<file path="config.mk">
export PLATFORM = sky130hd
export DESIGN_NAME = uart_rx
export DESIGN_NICKNAME = d
export VERILOG_FILES = /design/src/rtl/uart_rx_pkg.sv /design/src/rtl/rx_sync.sv /design/src/rtl/uart_rx.sv
export SDC_FILE = /design/constraint.sdc
export NUM_CORES = 1
export LEC_CHECK = 0
export ABC_AREA = 1
export BUFFER_PORTS_ARGS = -buffer_cell sky130_fd_sc_hd__buf_2
export CAP_MARGIN = 25
export CORE_ASPECT_RATIO = 0.8
export CORE_MARGIN = 1
export CORE_UTILIZATION = 48
export DETAILED_ROUTE_END_ITERATION = 16
export PLACE_DENSITY = 0.67
export SLEW_MARGIN = 30
export SYNTH_ARGS = -nofsm -noshare
export SYNTH_HDL_FRONTEND = slang
export SYNTH_SLANG_ARGS = --single-unit
export TNS_END_PERCENT = 30
</file>
<file path="constraint.sdc">
create_clock -name i_clk -period 2.7 [get_ports i_clk]
set_input_delay 0 -clock i_clk [delete_from_list [all_inputs] [get_ports i_clk]]
set_output_delay 0 -clock i_clk [all_outputs]
set_load 0.005 [all_outputs]
</file>
<file path="src/rtl/uart_rx_pkg.sv">
// uart_rx_pkg: shared UART frame constants, one-hot receiver state encoding and counter sizing helper
package uart_rx_pkg;
  typedef enum logic [4:0] {
    IDLE   = 5'b00001,
    START  = 5'b00010,
    DATA   = 5'b00100,
    PARITY = 5'b01000,
    STOP   = 5'b10000
  } state_t;
  localparam int NB_DATA_DEF    = 8;
  localparam int SB_TICK_DEF    = 16;
  localparam int OVERSAMPLE_DEF = 16;
  function automatic int cnt_w(input int a, input int b);
    int m;
    m = (a > b) ? a : b;
    return ($clog2(m) < 1) ? 1 : $clog2(m);
  endfunction
endpackage

</file>
<file path="src/rtl/rx_sync.sv">
// rx_sync: two-flop synchroniser for an asynchronous input; i_clk, i_reset (async, high), i_d -> o_q; RST_VAL sets the reset level
module rx_sync #(
  parameter logic RST_VAL = 1'b1
) (
  input  logic i_clk,
  input  logic i_reset,
  input  logic i_d,
  output logic o_q
);
  logic meta;
  always_ff @(posedge i_clk or posedge i_reset)
    if (i_reset) {o_q, meta} <= {2{RST_VAL}};
    else {o_q, meta} <= {meta, i_d};
endmodule

</file>
<file path="src/rtl/uart_rx.sv">
// uart_rx: 16x-oversampled 8N1 (8E1 with UART_RX_PARITY_EN) receiver; i_clk, i_reset (async, high), i_s_tick, i_rx -> o_rx_data, o_rx_valid, o_frame_err, o_parity_err
module uart_rx
  import uart_rx_pkg::*;
#(
  parameter int NB_DATA    = NB_DATA_DEF,
  parameter int SB_TICK    = SB_TICK_DEF,
  parameter int OVERSAMPLE = OVERSAMPLE_DEF
) (
  input  logic               i_clk,
  input  logic               i_reset,
  input  logic               i_s_tick,
  input  logic               i_rx,
  output logic [NB_DATA-1:0] o_rx_data,
  output logic               o_rx_valid,
  output logic               o_frame_err,
  output logic               o_parity_err
);
  localparam int SW = cnt_w(OVERSAMPLE, SB_TICK);
  localparam int NW = cnt_w(NB_DATA, 1);
  localparam logic [SW-1:0] S_MID  = SW'(OVERSAMPLE / 2 - 1);
  localparam logic [SW-1:0] S_BIT  = SW'(OVERSAMPLE - 1);
  localparam logic [SW-1:0] S_STOP = SW'(SB_TICK - 1);
  localparam logic [NW-1:0] N_LAST = NW'(NB_DATA - 1);
`ifdef UART_RX_PARITY_EN
  localparam bit PARITY_EN = 1'b1;
  logic par_bad, par_err;
  assign o_parity_err = par_err;
`else
  localparam bit PARITY_EN = 1'b0;
  localparam logic par_bad = 1'b0;
  assign o_parity_err = 1'b0;
`endif
  state_t             state;
  logic [SW-1:0]      s_cnt;
  logic [NW-1:0]      n_cnt;
  logic [NB_DATA-1:0] shreg;
  logic               rx_s;
  rx_sync #(.RST_VAL(1'b1)) u_sync (.i_clk(i_clk), .i_reset(i_reset), .i_d(i_rx), .o_q(rx_s));
  // IDLE reacts to the falling edge without waiting for a tick; everything else is tick-paced
  always_ff @(posedge i_clk or posedge i_reset)
    if (i_reset) begin
      state       <= IDLE;
      s_cnt       <= '0;
      n_cnt       <= '0;
      shreg       <= '0;
      o_rx_data   <= '0;
      o_rx_valid  <= 1'b0;
      o_frame_err <= 1'b0;
`ifdef UART_RX_PARITY_EN
      par_bad     <= 1'b0;
      par_err     <= 1'b0;
`endif
    end else begin
      o_rx_valid  <= 1'b0;
      o_frame_err <= 1'b0;
`ifdef UART_RX_PARITY_EN
      par_err     <= 1'b0;
`endif
      case (state)
        IDLE: if (!rx_s) begin
          state <= START;
          s_cnt <= '0;
        end
        START: if (i_s_tick) begin
          if (s_cnt == S_MID) begin
            state <= rx_s ? IDLE : DATA;
            s_cnt <= '0;
            n_cnt <= '0;
          end else s_cnt <= s_cnt + 1'b1;
        end
        DATA: if (i_s_tick) begin
          if (s_cnt == S_BIT) begin
            shreg <= {rx_s, shreg[NB_DATA-1:1]};
            s_cnt <= '0;
            if (n_cnt == N_LAST) state <= PARITY_EN ? PARITY : STOP;
            else n_cnt <= n_cnt + 1'b1;
          end else s_cnt <= s_cnt + 1'b1;
        end
`ifdef UART_RX_PARITY_EN
        PARITY: if (i_s_tick) begin
          if (s_cnt == S_BIT) begin
            par_bad <= ^{shreg, rx_s};
            s_cnt   <= '0;
            state   <= STOP;
          end else s_cnt <= s_cnt + 1'b1;
        end
`endif
        STOP: if (i_s_tick) begin
          if (s_cnt == S_STOP) begin
            state       <= IDLE;
            s_cnt       <= '0;
            o_rx_valid  <= rx_s && !par_bad;
            o_frame_err <= !rx_s;
`ifdef UART_RX_PARITY_EN
            par_err     <= par_bad;
`endif
            if (rx_s && !par_bad) o_rx_data <= shreg;
          end else s_cnt <= s_cnt + 1'b1;
        end
        default: state <= IDLE;
      endcase
    end
endmodule

</file>
==> summary by stage <==
Placed design
Once detailed placement completed, the half-perimeter wirelength came to 1.99 mm. The instance area after placement is about 1600 um^2. At the end of routability-driven placement, the weighted congestion stood at 0.825. At the placement stage, the worst setup path has a slack of 0.959 ns. The number of buffer cells added on primary ports is 13.

Setup path
The startpoint of the worst-slack reg-to-reg timing path is s_cnt[0]. For the worst setup path, the data arrival time is around 1.9 ns. The number of buffers and inverters on the critical path is 1.

The maximum fanout along the worst path is 16. The critical path goes through ha_1, nand2_1, inv_2, nand3_2, or2_1, nor2_1, a21oi_2. Among all stages on the critical path, the largest delay is contributed by or2_1. The largest single stage delay on the critical path is roughly 0.48 ns. The startpoint type of the worst setup path is a flop. On the critical path the largest part of the delay comes from simple AND/OR/NAND/NOR gates. The worst setup path is captured at a flop. The classification of the worst setup path is reg -> reg. The data required time at the worst endpoint is about 2.9 ns. The timing startpoint of the critical path is s_cnt[0].

STA
The highest achievable clock rate is 0.573 GHz. After layout, the worst path uses about 65% of the clock period. Setup repair after global routing left no endpoint under its margin. The number of setup violations in the final report is 0. Setup slack closes at 0.955 ns.

For the final routed database, the setup TNS stands at 0 ns. The count of final hold-check violations is 0. The actual transition at the worst max-transition pin is 0.654 ns. Measured against its own limit, the worst slew margin works out to 56.4%. The count of final max-slew check failures came to 0.

The routed design could run at a clock period as short as 1.74 ns. The worst clock skew is around 0.0060 ns.

Clocking
The number of buffers between clock root and the deepest sink is 2. The number of buffers added by the clock tree synthesis step is 5. The total number of clock tree sinks is 31. Clock-pin slew was measured on the worst setup and hold paths at 0.07 ns. The root buffer selected by CTS is clkbuf_8.

The H-tree depth reported by CTS is 2. Post-CTS timing repair inserted 0 buffers for setup. The clock reaches the later pin of the worst-skew pair after between 0.2 and 0.3 ns. TritonCTS built the clock tree.

Synth
The synthesized netlist devotes 8.90% of its cell area to compound gates. The xor and xnor fraction of the mapped netlist area is 0%. During synthesis, Yosys emitted a total of 0 warnings. The post-synthesis sequential area ratio is 50.0%. The post-synthesis cell area is roughly 1600 um^2.

The share of synthesized cell area in full adder, half adder and majority cells is 2.41%. Counting every instance in the synthesized netlist gives ~180. A synthesized cell averages 8.48 um^2. After Yosys synthesis, and, or, nand and nor cells account for between 20% and 30% of the synthesized area. The count of distinct cell types in the synthesized netlist is 27. Counting flops and latches in the post-synthesis netlist gives 31.

The mux contribution to synthesized area is 0%. The net count after synthesis is about 190. The largest family of logic cells by synthesized area is simple AND/OR/NAND/NOR gates.

Drt
The routed wire length on met2 is between 1 and 1.5 mm. The remaining antenna violation count after routing is 0. The violation count after the first detailed-route iteration is 100. Before antenna repair, the detailed router went through 4 iterations. The total DRC errors in the routed layout is 0. Dividing the detail-routed wire length by the instance count gives 11.2 um. The routed design has around 2.7 mm of wire. The detailed router placed 1245 vias in this run. Detailed routing placed a total of 142 um of wire on met3. The routed metal-1 wirelength is 1.34 mm. The via density per instance is approximately 5.1. The topmost layer with routed signal wires is met4.

Floorplanning
The area of the placeable core is 3090 um^2. The die outline area is 3480 um^2. The chip width is roughly 66 um. The boundary pin count is 15.

Once the floorplan was initialized, standard cells occupied 50.6% of the core. The initialized floorplan defines 18 standard-cell rows. The vertical extent of the die is 53.0 um.

Power and ir drop
VDD sags by at most 0.000357 V. The total power density per cell area is 800 nW/um^2. For this design the static power due to leakage is 0.951 nW. The power after layout is 1.39 mW.

Finish
The synthesis-to-finish area growth is 11.4%. The fill cell total of the finished layout is 283. The total inserted antenna cells is 0.

The area of combinational cells with multiple inputs is 648 um^2. Summing all flip-flop and latch instances after layout gives roughly 780 um^2. The post-route cell area is about 1700 um^2. The final-stage net count is 210. Of the cells placed in the final design, the portion with a size suffix greater than 1 is around 23%.

Global routing
The number of antenna violations at the first check in global routing is 0. The number of global-route vias before repair is 1125. Global routing consumed, over all layers together, 19.3% of the routing resources. The wire length of the first global-routing pass is slightly below 5 mm. For this run the aggregate overflow at the end of global routing stands at 0. The pin count of the biggest net entering global routing is 32.

Worst hold path
In this run the most critical hold path is launched from i_s_tick. The min-delay analysis places its worst path in the category in -> reg.

Outcome
The run finished with clean final reports.

Job
The number of maximum-capacitance constraint violations is 0.
==> routing by layer <==
metal  up-vias  global-route usage, %
li1        618                      -
met1       589                   24.2
met2        30                   29.6
met3         8                   5.17
met4         0                   12.0
met5         -                      0
==> logic make-up after synthesis <==
kind of cell             Yosys count
AO/OA/AOI/OAI                     21
adder cells (fa/ha/maj)            3
buffers and inverters             26
flip-flops                        31
other                              1
AND/OR/NAND/NOR                  102
==> metrics by stage <==
| step | std cells | hold slack, ns | utilization [%] |
|---|---|---|---|
| floorplan | 184 | 0.00448 | - |
| global placement | 234 | 0.105 | 52.9 |
| detailed placement | 234 | 0.106 | 52.9 |
| CTS | 244 | 0.0423 | 56.3 |
| global route | 244 | 0.0706 | 56.3 |
| finish | 244 | 0.0535 | 56.3 |
==> worst min-delay path: cells and delay by family <==
family                 cells  cell delay (ns)
and+or+nand+nor            2             0.18
buffers and inverters      1             0.11
==> report_power, final <==
part           internal, mW  total (mW)  switching [mW]  leakage, nW
clock network         0.180       0.353           0.173       0.0412
logic                 0.147       0.459           0.312        0.516
registers             0.522       0.579          0.0573        0.394
==> synth_stat cells <==
| library cell | instances | area [um^2] |
|---|---|---|
| buf_6 | 2 | 22.5 |
| buf_12 | 1 | 20.0 |
| inv_1 | 19 | 71.3 |
| nor3_1 | 1 | 5.00 |
| or2_1 | 1 | 6.26 |
| dfrtp_1 | 28 | 701 |
| dfstp_2 | 3 | 78.8 |
| nand2_2 | 2 | 12.5 |
| nand2_1 | 52 | 195 |
| conb_1 | 1 | 3.75 |
| nor2_4 | 2 | 22.5 |
| a21oi_1 | 5 | 25.0 |
| or2_2 | 1 | 6.26 |
| nand4_1 | 2 | 12.5 |
| ha_1 | 3 | 37.5 |
| nor3_4 | 1 | 16.3 |
| a21oi_2 | 2 | 17.5 |
| o21ai_0 | 7 | 35.0 |
| nand2_4 | 1 | 11.3 |
| nor2_2 | 1 | 6.26 |
| o21ai_2 | 7 | 61.3 |
| nand3_2 | 1 | 10.0 |
| nand3b_1 | 1 | 7.51 |
| nand3_1 | 17 | 85.1 |
| nor2_1 | 19 | 71.3 |
| buf_4 | 1 | 7.51 |
| inv_2 | 3 | 11.3 |
==> sequential cells by signal (all words and copies together), names as in the netlist <==
| register | cells |
|---|---|
| n_cnt | 3 |
| o_frame_err | 1 |
| o_rx_data | 8 |
| o_rx_valid | 1 |
| s_cnt | 4 |
| shreg | 8 |
| state | 4 |
| u_sync.meta | 1 |
| u_sync.o_q | 1 |
==> placed cells by master (no fill, tap or decap) <==
cell / n
a21oi_1: 5
a21oi_2: 2
buf_2: 13
buf_4: 1
clkbuf_1: 1
clkbuf_8: 5
clkinv_2: 1
clkinvlp_4: 1
conb_1: 1
dfrtp_1: 28
dfstp_2: 3
dlygate4sd3_1: 2
ha_1: 3
inv_1: 18
inv_2: 4
nand2_1: 52
nand2_2: 2
nand2_4: 1
nand3_1: 17
nand3_2: 1
nand3b_1: 1
nand4_1: 2
nor2_1: 19
nor2_2: 1
nor2_4: 2
nor3_1: 1
nor3_4: 1
o21ai_0: 7
o21ai_2: 7
or2_1: 1
or2_2: 1
==> what timing repair did <==
action / 4_1_cts / 5_1_grt
endpoints found under the hold margin: 29 / 0
hold buffers: 2 / 0
gates resized for setup: 0 / 0
endpoints found under the setup margin: 0 / 0
==> final timing paths <==
| path | cells after the start | slack [ns] | to |
|---|---|---|---|
| setup / recovery | 7 | 0.96 | shreg[5] |
| hold / removal | 3 | 0.05 | o_frame_err |
| setup reg to reg | 7 | 0.96 | shreg[5] |
| hold reg to reg | 0 | 0.36 | u_sync.o_q |
| max in group asynchronous | 4 | 1.79 | u_sync.meta |
| min in group asynchronous | 3 | 0.34 | o_rx_data[6] |
==> final cells by class <==
| cell class | count | share of cell area (%) |
|---|---|---|
| well taps | 40 | 2.88 |
| multi-input cells | 127 | 37.3 |
| inverters | 22 | 4.75 |
| repair buffers | 16 | 5.33 |
| clock inverters | 2 | 0.720 |
| clock buffers | 6 | 4.18 |
| flip-flops and latches | 31 | 44.9 |
Note: power is estimated with default switching activity, not from simulation.
